**src/rtl/commutator_ctrl.sv**
```systemverilog
// Cross-switch sequencer for one streaming FFT stage: counts accepted samples and
// emits registered ce/straight/index. Optional drain phase under `COMMUTATOR_FLUSH_EN.
module commutator_ctrl #(
  parameter int LOG_N  = 6,
  parameter int SW_LOG = 2
) (
  input  logic             CLK,
  input  logic             RST,
  input  logic             in_valid,
  input  logic             in_sof,
  input  logic             hold,
  output logic             ce,
  output logic             straight,
  output logic [LOG_N-1:0] sample_idx,
  output logic             busy,
  output logic             flushing,
  output logic             frame_done,
  output logic             err
);

  typedef enum logic [1:0] {IDLE = 2'd0, RUN = 2'd1, FLUSH = 2'd2} state_t;

  localparam logic [LOG_N-1:0] ZERO = '0;
  localparam logic [LOG_N-1:0] ONE  = LOG_N'(1);
  localparam logic [LOG_N-1:0] LAST = '1;
`ifdef COMMUTATOR_FLUSH_EN
  localparam logic [LOG_N-1:0] FLAST = LOG_N'((1 << SW_LOG) - 1);
`endif

  state_t           state, state_n;
  logic [LOG_N-1:0] cnt, cnt_n;
  logic             acc;
  logic             issue, fd_n, err_n;
  logic [LOG_N-1:0] issue_idx;

  assign acc = in_valid & ~hold;

  always_ff @(posedge CLK or negedge RST) begin
    if (!RST) begin
      state <= IDLE;
      cnt   <= '0;
    end else begin
      state <= state_n;
      cnt   <= cnt_n;
    end
  end

  // cnt is the index the next issued sample will carry
  always_comb begin
    state_n = state;
    cnt_n   = cnt;
    case (state)
      IDLE: if (acc && in_sof) begin
        state_n = RUN;
        cnt_n   = ONE;
      end
      RUN: if (acc) begin
        if (in_sof && cnt != ZERO) cnt_n = ONE;
        else if (cnt == LAST) begin
          cnt_n = '0;
`ifdef COMMUTATOR_FLUSH_EN
          state_n = FLUSH;
`else
          state_n = IDLE;
`endif
        end else cnt_n = cnt + ONE;
      end
`ifdef COMMUTATOR_FLUSH_EN
      FLUSH: if (!hold) begin
        if (acc && in_sof) begin
          state_n = RUN;
          cnt_n   = ONE;
        end else if (cnt == FLAST) begin
          state_n = IDLE;
          cnt_n   = '0;
        end else cnt_n = cnt + ONE;
      end
`endif
      default: begin
        state_n = IDLE;
        cnt_n   = '0;
      end
    endcase
  end

  always_comb begin
    issue     = 1'b0;
    issue_idx = cnt;
    fd_n      = 1'b0;
    err_n     = 1'b0;
    case (state)
      IDLE: if (acc) begin
        if (in_sof) begin
          issue     = 1'b1;
          issue_idx = '0;
        end else err_n = 1'b1;
      end
      RUN: if (acc) begin
        issue = 1'b1;
        if (in_sof && cnt != ZERO) begin
          err_n     = 1'b1;
          issue_idx = '0;
        end else begin
`ifndef COMMUTATOR_FLUSH_EN
          fd_n = (cnt == LAST);
`endif
        end
      end
`ifdef COMMUTATOR_FLUSH_EN
      // sof aborts the drain and closes out the old frame on the same ce
      FLUSH: if (!hold) begin
        issue = 1'b1;
        if (acc && in_sof) begin
          issue_idx = '0;
          fd_n      = 1'b1;
        end else begin
          err_n = acc;
          fd_n  = (cnt == FLAST);
        end
      end
`endif
      default: ;
    endcase
  end

  always_ff @(posedge CLK or negedge RST) begin
    if (!RST) begin
      ce         <= 1'b0;
      straight   <= 1'b1;
      sample_idx <= '0;
      busy       <= 1'b0;
      frame_done <= 1'b0;
      err        <= 1'b0;
    end else begin
      ce         <= issue;
      frame_done <= fd_n;
      err        <= err_n;
      busy       <= (state_n != IDLE);
      if (issue) begin
        sample_idx <= issue_idx;
        straight   <= ~issue_idx[SW_LOG];
      end
    end
  end

`ifdef COMMUTATOR_FLUSH_EN
  always_ff @(posedge CLK or negedge RST) begin
    if (!RST) flushing <= 1'b0;
    else      flushing <= (state_n == FLUSH);
  end
`else
  assign flushing = 1'b0;
`endif

endmodule

```
**config.mk**
```make
export PLATFORM = sky130hd
export DESIGN_NAME = commutator_ctrl
export DESIGN_NICKNAME = d
export VERILOG_FILES = /design/src/rtl/commutator_ctrl.sv
export SDC_FILE = /design/constraint.sdc
export NUM_CORES = 1
export LEC_CHECK = 0
export ABC_AREA = 1
export BUFFER_PORTS_ARGS = -buffer_cell sky130_fd_sc_hd__buf_2
export CAP_MARGIN = 20
export CORE_MARGIN = 2
export CORE_UTILIZATION = 47
export DETAILED_ROUTE_END_ITERATION = 10
export PLACE_DENSITY = 0.69
export SKIP_CTS_REPAIR_TIMING = 1
export SYNTH_ARGS = -nofsm -noshare
export SYNTH_HDL_FRONTEND = slang
export SYNTH_SLANG_ARGS = --single-unit
```
**constraint.sdc**
```tcl
create_clock -name CLK -period 2.1 [get_ports CLK]
set_input_delay 0.42 -clock CLK [delete_from_list [all_inputs] [get_ports CLK]]
set_output_delay 0.42 -clock CLK [all_outputs]
set_load 0.1 [all_outputs]
```
==> reports/summary.txt <==
Status = complete, no violations
Critical path peak fanout = 2
Initial antenna violation count = 0
Clk root buf = clkbuf_4
DP HPWL = 1.36 mm
Reg2reg setup slack = 620 ps
Die ar. = 0.00250 sq mm
CP Capture Type = output pin
Grt ovf = 0
Routed via count = 796
Detail Route Antenna Nets = 0
CP startpoint kind = flop
Row count = 16
Tightest hold margin = 34.7 ps
Clock sinks = 19
Endpoints failing setup = 0
Register bit count reported by yosys = 19
Buffers on Ports = 15
Core area = 0.00198 sq mm
Area growth, synth to finish = 9.82%
Fmax achieved = 0.600 GHz
HP Class = primary input to async pin
CP top delay family = flip-flops
Clock Skew = 9.12 ps
Number of H-tree levels = 1
Max IR drop VDD = 0.470 mV
Clock buffer depth = 2
Bufs and invs on worst path = 1
Final worst slack = 434 ps
Final slew viol count = 0
Antenna Diode Count = 0
Pwr Density = 772 mW/mm^2
Synth Cell Area = 993 sq um
Overall routing resource usage = 17.9%
Ports = 17
Max-cap violations = 0
Distinct cells, synth = 23
Hold Fails Final Rpt = 0
Largest net degree at the start of global routing = 20
Total CTS buffers = 3
Worst path arrival time = 1250 ps
CP required = 1680 ps
RR Startpoint = cnt[0]
Routability cong. = 0.815
Worst-skew pair later-pin latency = 300 ps
Tot Pwr = 842 uW
Routed len/inst = 11.4 microns
Final WL = 1.85 mm
CP cell instances = buf_2
First-pass GRT wire length = 3.44 mm
Remaining DRCs = 0
CP Class = flop to output pin
Synthesized instance count = 120
CTS clock-pin slew for the worst setup and hold paths = 120 ps
Die W = 50.0 microns
Die H = 50.0 microns
Dpl ws = 645 ps
Layout cells sized above 1 = 24.4%
Post-route design area = 0.00109 sq mm
Syn avg cell area = 8.28 sq um
RSZ-0062 raised after global routing = no
Slowest CP cell = dfstp_2
Period utilisation layout = 79.3%
Seq/Total Area, Yosys = 48.0%
Warnings from Yosys = 0
Via density per instance = 4.91
Final net count = 143
Crit-path max cell delay = 540 ps
TritonCTS clock tree = done
DR iter-0 viols = 17
Post-placement cell area = 0.00106 sq mm
Setup_tns = 0 ps
Worst R2R Path Depth = 6
Leakage power = 0.541 nW
FF-to-FF End = busy
Vias in the first global route = 809
DRT Pass-1 Iters = 4
Fin crit period = 1670 ps
Initial Util = 50.1%
-- per-layer routing --
| metal | part of all wire (%) | up-vias | global-route usage, % |
|---|---|---|---|
| met2 | 50 | 24 | 30.2 |
| met1 | 45 | 362 | 23.0 |
| met5 | 0 | - | 0 |
| li1 | - | 408 | - |
| met3 | 4.5 | 2 | 2.73 |
| met4 | 0.70 | 0 | 6.94 |
-- placed cells by master (no fill, tap or decap), drive strengths merged --
master and count:
o21ai 12, nor2 16, buf 15, a21oi 5
dfstp 1, nand4 4, ha 2, nor3 1
conb 2, clkinv 1, nand3 6, dfrtp 18
nor3b 1, inv 13, clkbuf 3, nand2 35
-- area by class of cell --
cell class / count / area, sq um
well taps: 27 / 33.8
repair buffers: 15 / 75.1
flip-flops and latches: 19 / 477
clock inverters: 1 / 5.00
inverters: 13 / 48.8
multi-input cells: 84 / 429
clock buffers: 3 / 22.5
fillers: 191 / 891
-- cell usage after synthesis --
master   instances  area share, %
nand4_1          4            2.5
ha_1             2            2.5
nor2_1           9            3.4
inv_2            1           0.38
inv_1           12            4.5
nand2_2          3            1.9
nand2_4          1            1.1
o21ai_0          8            4.0
nand3_2          1            1.0
dfrtp_1         18             45
dfstp_2          1            2.6
o21ai_1          4            2.0
buf_6            2            2.3
nor3b_1          1           0.76
nor2_2           4            2.5
nand2_1         31             12
buf_2            1           0.50
nor3_1           1           0.50
buf_4            2            1.5
nor2_4           3            3.4
conb_1           1           0.38
nand3_1          5            2.5
a21oi_1          5            2.5
-- power breakdown --
part / internal [mW] / total, mW / switching [mW]
Clock: 0.0710 / 0.190 / 0.119
Combinational: 0.0349 / 0.247 / 0.212
Sequential: 0.392 / 0.405 / 0.0133
Total: 0.497 / 0.842 / 0.344
-- worst max path at each step --
stage / start / endpoint / slack, ps / cells past startpoint
2_1_floorplan: sample_idx[4] / sample_idx[4] / 780 / 0
3_3_place_gp: cnt[0] / state[0] / 710 / 6
3_5_place_dp: cnt[0] / busy / 640 / 6
4_1_cts: straight / straight / 430 / 1
5_1_grt: straight / straight / 390 / 1
6_report: straight / straight / 430 / 1
-- cell families (layout without fill, tap and decap cells) --
family                     count (synthesis)  in the layout  synth area share, %
adders and majority gates                  2              2                 2.52
and+or+nand+nor                           63             63                 31.4
AOI/OAI and AO/OA                         17             17                 8.56
buffers and inverters                     18             32                 9.19
DFF                                       19             19                 48.0
other                                      1              2                0.377
-- stage by stage --
stage / std cells / utilization [%]
2_1_floorplan: 121 / -
3_3_place_gp: 158 / 53.7
3_5_place_dp: 158 / 53.7
4_1_cts: 162 / 55.1
5_1_grt: 162 / 55.1
6_report: 162 / 55.1
-- sequential cells by signal (all words and copies together), names as in the netlist --
| name | flops |
|---|---|
| busy | 1 |
| err | 1 |
| frame_done | 1 |
| cnt | 6 |
| state | 2 |
| sample_idx | 6 |
| straight | 1 |
| ce | 1 |
Power figures use the tool's default switching activity.
